--- config.mk ---
export PLATFORM = sky130hd
export DESIGN_NAME = rom_stream_reader
export DESIGN_NICKNAME = d
export VERILOG_FILES = /design/src/rtl/rom_pkg.sv /design/src/rtl/rom_rd_fifo.sv /design/src/rtl/rom_stream_reader.sv
export SDC_FILE = /design/constraint.sdc
export NUM_CORES = 1
export LEC_CHECK = 0
export BUFFER_PORTS_ARGS = -buffer_cell sky130_fd_sc_hd__buf_4
export CORE_UTILIZATION = 61
export CTS_BUF_LIST = sky130_fd_sc_hd__clkbuf_4 sky130_fd_sc_hd__clkbuf_8
export CTS_CLUSTER_SIZE = 10
export DETAILED_ROUTE_END_ITERATION = 16
export MAX_ROUTING_LAYER = met4
export PLACE_DENSITY = 0.83
export SLEW_MARGIN = 20
export SYNTH_ARGS = -nofsm -noshare
export SYNTH_HDL_FRONTEND = slang
export SYNTH_SLANG_ARGS = --single-unit
--- constraint.sdc ---
create_clock -name clka -period 7.1 [get_ports clka]
set_clock_uncertainty 0.05 [all_clocks]
set_input_delay 1.42 -clock clka [delete_from_list [all_inputs] [get_ports clka]]
set_output_delay 1.42 -clock clka [all_outputs]
set_load 0.01 [all_outputs]
--- src/rtl/rom_pkg.sv ---
// Shared types and sizing helpers for the ROM streaming readers.
package rom_pkg;

    // Reader control states; exposed on the debug state port of the top level.
    typedef enum logic [1:0] {
        IDLE  = 2'd0,
        RUN   = 2'd1,
        DRAIN = 2'd2
    } rd_state_e;

    // Output buffer depth: one slot per in-flight read plus two for the
    // registered output and one word of backpressure slack.
    function automatic int fifo_depth(input int read_lat);
        return read_lat + 2;
    endfunction

endpackage

--- src/rtl/rom_rd_fifo.sv ---
// Synchronous FIFO with a registered output stage (no fall-through).
// Capacity is DEPTH words in storage plus the output register; the reader's
// credit logic keeps total occupancy within DEPTH. count_o covers both.
module rom_rd_fifo #(
    parameter int WIDTH = 9,
    parameter int DEPTH = 3,
    parameter int CNT_W = $clog2(DEPTH + 2)
) (
    input  logic             clk_i,
    input  logic             rst_ni,
    input  logic             wr_en_i,
    input  logic [WIDTH-1:0] wr_data_i,
    input  logic             rd_ready_i,
    output logic             rd_valid_o,
    output logic [WIDTH-1:0] rd_data_o,
    output logic [CNT_W-1:0] count_o
);

    localparam int PTR_W = (DEPTH > 1) ? $clog2(DEPTH) : 1;

    logic [WIDTH-1:0] mem_q [DEPTH];
    logic [PTR_W-1:0] wr_ptr_q, rd_ptr_q;
    logic [CNT_W-1:0] mem_cnt_q;
    logic             out_vld_q;
    logic [WIDTH-1:0] out_data_q;

    logic pop, out_free, mem_empty, load_mem, bypass, push_mem;

    // Output register refills from storage first, else directly from the write port.
    always_comb begin
        pop       = out_vld_q && rd_ready_i;
        out_free  = !out_vld_q || pop;
        mem_empty = (mem_cnt_q == '0);
        load_mem  = out_free && !mem_empty;
        bypass    = out_free && mem_empty && wr_en_i;
        push_mem  = wr_en_i && !bypass;
    end

    // Storage, pointers and output register update.
    always_ff @(posedge clk_i or negedge rst_ni) begin
        if (!rst_ni) begin
            for (int i = 0; i < DEPTH; i++) mem_q[i] <= '0;
            wr_ptr_q   <= '0;
            rd_ptr_q   <= '0;
            mem_cnt_q  <= '0;
            out_vld_q  <= 1'b0;
            out_data_q <= '0;
        end else begin
            if (out_free) begin
                if (!mem_empty) begin
                    out_data_q <= mem_q[rd_ptr_q];
                    out_vld_q  <= 1'b1;
                end else if (wr_en_i) begin
                    out_data_q <= wr_data_i;
                    out_vld_q  <= 1'b1;
                end else begin
                    out_vld_q  <= 1'b0;
                end
            end
            if (push_mem) begin
                mem_q[wr_ptr_q] <= wr_data_i;
                wr_ptr_q <= (wr_ptr_q == PTR_W'(DEPTH - 1)) ? '0 : wr_ptr_q + PTR_W'(1);
            end
            if (load_mem) begin
                rd_ptr_q <= (rd_ptr_q == PTR_W'(DEPTH - 1)) ? '0 : rd_ptr_q + PTR_W'(1);
            end
            mem_cnt_q <= mem_cnt_q + CNT_W'(push_mem) - CNT_W'(load_mem);
        end
    end

    assign rd_valid_o = out_vld_q;
    assign rd_data_o  = out_data_q;
    assign count_o    = mem_cnt_q + CNT_W'(out_vld_q);

endmodule

--- src/rtl/rom_stream_reader.sv ---
// Streams a programmable address window of a fixed-latency synchronous ROM
// onto a valid/ready interface, tagging the final word of each pass.
// Handshake: a word transfers on a rising edge where m_valid && m_ready;
// m_data/m_last hold while m_valid=1 and m_ready=0, and m_valid never
// depends combinationally on m_ready.
module rom_stream_reader
    import rom_pkg::*;
#(
    parameter int ADDR_W   = 16,
    parameter int DATA_W   = 8,
    parameter int READ_LAT = 1,
    parameter int LEN_W    = ADDR_W + 1
) (
    input  logic              clka,
    input  logic              rsta_n,
    input  logic              start,
    input  logic [ADDR_W-1:0] base_addr,
    input  logic [LEN_W-1:0]  length,
    input  logic              loop_en,
    input  logic              stop,
    output logic              busy,
    output logic              done,
    output logic              rom_ena,
    output logic [ADDR_W-1:0] rom_addra,
    input  logic [DATA_W-1:0] rom_douta,
    output logic [DATA_W-1:0] m_data,
    output logic              m_valid,
    input  logic              m_ready,
    output logic              m_last,
    output rd_state_e         state_o
);

    localparam int DEPTH = fifo_depth(READ_LAT);
    localparam int CNT_W = $clog2(DEPTH + 2);

    rd_state_e         state_q;
    logic [ADDR_W-1:0] addr_q, base_q;
    logic [LEN_W-1:0]  len_q, issued_q;
    logic              loop_q, done_q;
    logic [READ_LAT-1:0] tag_vld_q, tag_last_q;

    logic [CNT_W-1:0] fifo_cnt, inflight;
    logic [CNT_W:0]   occ;
    logic             credit_ok, issue, last_issue, xfer, drain_empty;
    logic [DATA_W:0]  fifo_out;

    // Credit: a read is issued only if a buffer slot is reserved for its data.
    always_comb begin
        inflight = '0;
        for (int i = 0; i < READ_LAT; i++) inflight = inflight + CNT_W'(tag_vld_q[i]);
        occ         = {1'b0, fifo_cnt} + {1'b0, inflight};
        credit_ok   = occ < (CNT_W + 1)'(DEPTH);
        issue       = (state_q == RUN) && credit_ok;
        last_issue  = issue && (issued_q == len_q - LEN_W'(1));
        xfer        = m_valid && m_ready;
        // Counts the final transfer of this edge so done lands the next cycle.
        drain_empty = (inflight == '0) &&
                      ((fifo_cnt == '0) || ((fifo_cnt == CNT_W'(1)) && xfer));
    end

    // Control FSM: window capture, address/issue counting, pass looping, done.
    always_ff @(posedge clka or negedge rsta_n) begin
        if (!rsta_n) begin
            state_q  <= IDLE;
            addr_q   <= '0;
            base_q   <= '0;
            len_q    <= '0;
            issued_q <= '0;
            loop_q   <= 1'b0;
            done_q   <= 1'b0;
        end else begin
            done_q <= 1'b0;
            case (state_q)
                IDLE: begin
                    if (start) begin
                        base_q   <= base_addr;
                        len_q    <= length;
                        loop_q   <= loop_en;
                        addr_q   <= base_addr;
                        issued_q <= '0;
                        if (length == '0) done_q  <= 1'b1;
                        else              state_q <= RUN;
                    end
                end
                RUN: begin
                    if (last_issue) begin
                        if (loop_q && !stop) begin
                            addr_q   <= base_q;
                            issued_q <= '0;
                        end else begin
                            addr_q  <= addr_q + ADDR_W'(1);
                            state_q <= DRAIN;
                        end
                    end else if (issue) begin
                        addr_q   <= addr_q + ADDR_W'(1);
                        issued_q <= issued_q + LEN_W'(1);
                    end
                end
                DRAIN: begin
                    if (drain_empty) begin
                        done_q  <= 1'b1;
                        state_q <= IDLE;
                    end
                end
                default: state_q <= IDLE;
            endcase
        end
    end

    // Tag pipeline mirrors the ROM latency so returning data is captured with its last flag.
    always_ff @(posedge clka or negedge rsta_n) begin
        if (!rsta_n) begin
            tag_vld_q  <= '0;
            tag_last_q <= '0;
        end else begin
            tag_vld_q[0]  <= issue;
            tag_last_q[0] <= last_issue;
            for (int i = 1; i < READ_LAT; i++) begin
                tag_vld_q[i]  <= tag_vld_q[i-1];
                tag_last_q[i] <= tag_last_q[i-1];
            end
        end
    end

    rom_rd_fifo #(
        .WIDTH (DATA_W + 1),
        .DEPTH (DEPTH),
        .CNT_W (CNT_W)
    ) u_fifo (
        .clk_i      (clka),
        .rst_ni     (rsta_n),
        .wr_en_i    (tag_vld_q[READ_LAT-1]),
        .wr_data_i  ({tag_last_q[READ_LAT-1], rom_douta}),
        .rd_ready_i (m_ready),
        .rd_valid_o (m_valid),
        .rd_data_o  (fifo_out),
        .count_o    (fifo_cnt)
    );

    assign m_data    = fifo_out[DATA_W-1:0];
    assign m_last    = fifo_out[DATA_W];
    assign rom_ena   = issue;
    assign rom_addra = addr_q;
    assign busy      = (state_q != IDLE);
    assign done      = done_q;
    assign state_o   = state_q;

endmodule

==> impl_results.md <==
- Status: complete, no violations
- Most frequent CP cell: ha_1
- Layout cell share with drive strength beyond 1: 20.68%
- CP peak stage delay: 0.46 ns
- Ant diodes: 0
- CP max-delay cell: dfrtp_1
- Avg Cell Area, Syn: around 9.5 um2
- CTS buffer count: 17
- Postcts setup bufs: 0
- Endpoints failing setup: 0
- CTS tree: built
- Synth warn: 0
- Core Area: around 0.01 mm2
- Most frequent cells in the layout: nand2_1, dfrtp_1, buf_4
- CP Max Fanout: 22
- Synth async-reset ratio: 100.0%
- Synth cell types: 62
- Grt ovf: 0
- Main synth FF type: dfrtp_1
- Detailed Route WL: approximately 15,000 um
- Unrepaired setup endpoints after global routing: no
- Cell Rows: 36
- Mapped cell area: about 0.0062 mm2
- Post-synth EDFFs: 0
- Core Util, Final: 74.34%
- Min-Delay Path Class: flop to flop
- Clock-pin slew on the worst setup and hold paths: approximately 0.070 ns
- Max-slew headroom: about two fifths
- Final Hold Viols: 0
- Initial Util: 63.32%
- WL/cell: 16.87 um
- DR DRC count: 0
- Post-CTS Resized: 0
- GRT Util Overall: 31.24%
- Cell Chain, Critical Path: ha_1 > ha_1 > ha_1 > a21boi_0 > o2111ai_2 > buf_4 > inv_1 > buf_4
- Clock Tree Root: clkbuf_8
- IO Count: just under 80
- Slew @ Worst Pin: slightly below 0.9 ns
- Syn Nets: around 720
- Fin crit period: ~4.2 ns
- Pin count of the biggest net entering global routing: between 70 and 80
- Synth Instances: between 600 and 700
- Pwr dens: ~410 mW/mm2
- Max-cap violation count: 0
- Global-route wire length before repair: around 24,000 um
- Final worst path period share: 58.49%
- Final GP Congestion: between 0.8 and 0.9
- VDD IR-drop max: between 200 and 300 uV
- Dpl hpwl: between 10,000 and 15,000 um
- Worst-Skew Late Latency: around 0.45 ns
- Die Area: roughly 0.011 mm2
- Buffers added on ports: 77
- H-tree levels: 4
- Die width: 103.2 um
- Setup crit end kind: output port
- Clock Path Buffers: 2
- Setup TNS: 0 ns
- Drt pass-1 iters: 5
- P_leak: roughly 0.0035 uW
- Nets: 785
- Routed via count: between 5,000 and 6,000
- Commonest non-fill, non-tap cell in the layout: nand2_1
- Via density: between 5 and 6
- Antenna violations before repair: 0
- Max Clock Freq: roughly 240 MHz
- WP data arrival: 2.68 ns
- Max-slew violations: 0
- Vias in the first global route: about 5,000
- Routed Antenna Nets: 0
- Worst EP required: 5.63 ns
- Die height: 103.2 um
- Sequential area share after synthesis: ~46%
- Synth Register Bits: 116
- Crit path launch type: flop
- Hold-fix buffer count after cts: 0
- Starting DRT DRC Count: around 400
- CTS sink cnt: ~120
- Critical path class: flop to output port
- Area Overhead vs Synth: 17.41%
[critical path, delay by kind of cell (launching register included)]
kind,cells,cell delay [ns]
AO/OA/AOI/OAI,2,0.31
buffers and inverters,3,0.69
adder cells (fa/ha/maj),3,0.77
flip-flops,1,0.46
[layer usage]
metal,wire length (um),track usage [%],vias to the layer above
met3,905,7.124,28
li1,-,-,2440
met4,259,12.46,0
met5,0,-,-
met2,6977,46.46,208
met1,6587,41.76,2531
[state kept, by name, summed over array words and instances (netlist names)]
| register | cells |
|---|---|
| base_q | 16 |
| done | 1 |
| issued_q | 17 |
| len_q | 17 |
| loop_q | 1 |
| rom_addra | 16 |
| state_o | 2 |
| tag_last_q | 1 |
| tag_vld_q | 1 |
| u_fifo.mem_cnt_q | 3 |
| u_fifo.mem_q | 27 |
| u_fifo.rd_data_o | 9 |
| u_fifo.rd_ptr_q | 2 |
| u_fifo.rd_valid_o | 1 |
| u_fifo.wr_ptr_q | 2 |
[metrics by stage]
step | hold WS (ns) | power, uW | cell area, um2 | worst slack (ns) | cells
floorplan | 0.3950 | 1920 | 6246 | 3.858 | 659
global placement | 0.4071 | 2197 | 6869 | 3.402 | 842
detailed placement | 0.4129 | 2264 | 6869 | 3.197 | 842
CTS | 0.4297 | 2973 | 7331 | 2.952 | 873
global route | 0.4501 | 3175 | 7333 | 2.863 | 873
finish | 0.4275 | 2980 | 7333 | 2.947 | 873
[synth_stat cells, drive strengths merged, types with 4 or more instances]
cell | count | share of area [%]
nor2b | 8 | 0.80
dfrtp | 116 | 46
xor2 | 12 | 1.7
o21ai | 40 | 3.3
o211ai | 14 | 1.8
and2 | 7 | 0.70
nand3 | 24 | 2.1
nand2 | 158 | 9.5
o31ai | 5 | 0.60
o22ai | 5 | 0.70
inv | 23 | 1.4
mux2 | 27 | 4.9
clkbuf | 22 | 1.3
nand3b | 4 | 0.48
mux2i | 28 | 4.5
nor4 | 7 | 0.70
ha | 9 | 1.8
nand4 | 5 | 0.50
buf | 10 | 1.3
nor2 | 15 | 0.90
a22oi | 18 | 2.2
or4 | 9 | 1.1
nand2b | 5 | 0.50
or3 | 6 | 0.68
and3 | 12 | 1.2
xnor2 | 21 | 2.9
a21oi | 7 | 0.56
nor3 | 11 | 0.88
[path summary, 6_finish.rpt]
kind                                                     to  depth (start not counted)  slack [ns]                           from
worst max-delay path                                rom_ena                          8        2.95  u_fifo.rd_valid_o$_DFFE_PN0P_
worst min-delay path                 base_q[15]$_DFFE_PN0P_                          2        0.43         base_q[15]$_DFFE_PN0P_
worst max register to register      issued_q[8]$_DFFE_PN0P_                         10        3.10           len_q[0]$_DFFE_PN0P_
worst min register to register       base_q[15]$_DFFE_PN0P_                          2        0.43         base_q[15]$_DFFE_PN0P_
max in group asynchronous             len_q[10]$_DFFE_PN0P_                          2        4.78                         rsta_n
min in group asynchronous       u_fifo.mem_q[1]$_DFFE_PN0P_                          1        0.91                         rsta_n
[where the power goes]
part | total [uW] | switching [uW] | internal, uW
clock network | 704 | 268 | 436
registers | 1100 | 234 | 866
logic | 1180 | 656 | 520
total | 2980 | 1160 | 1820
[cell families after synthesis]
logic type	Yosys count	share of synthesized area [%]
XOR/XNOR	33	4.627
multiplexers	55	9.355
AO/OA/AOI/OAI	108	11.64
buffers and inverters	55	4.026
adder cells (fa/ha/maj)	10	2.123
AND/OR/NAND/NOR	282	21.75
flip-flops	116	46.47
[area by class of cell]
cell class	instances	area, um2
multi-input cells	488	3100
fillers	673	2531
inverters	23	86.33
flip-flops and latches	116	2903
clock buffers	23	316.6
well taps	133	166.4
clock inverters	8	145.1
repair buffers	82	615.6
No activity file was read; power rests on OpenSTA's default activity.
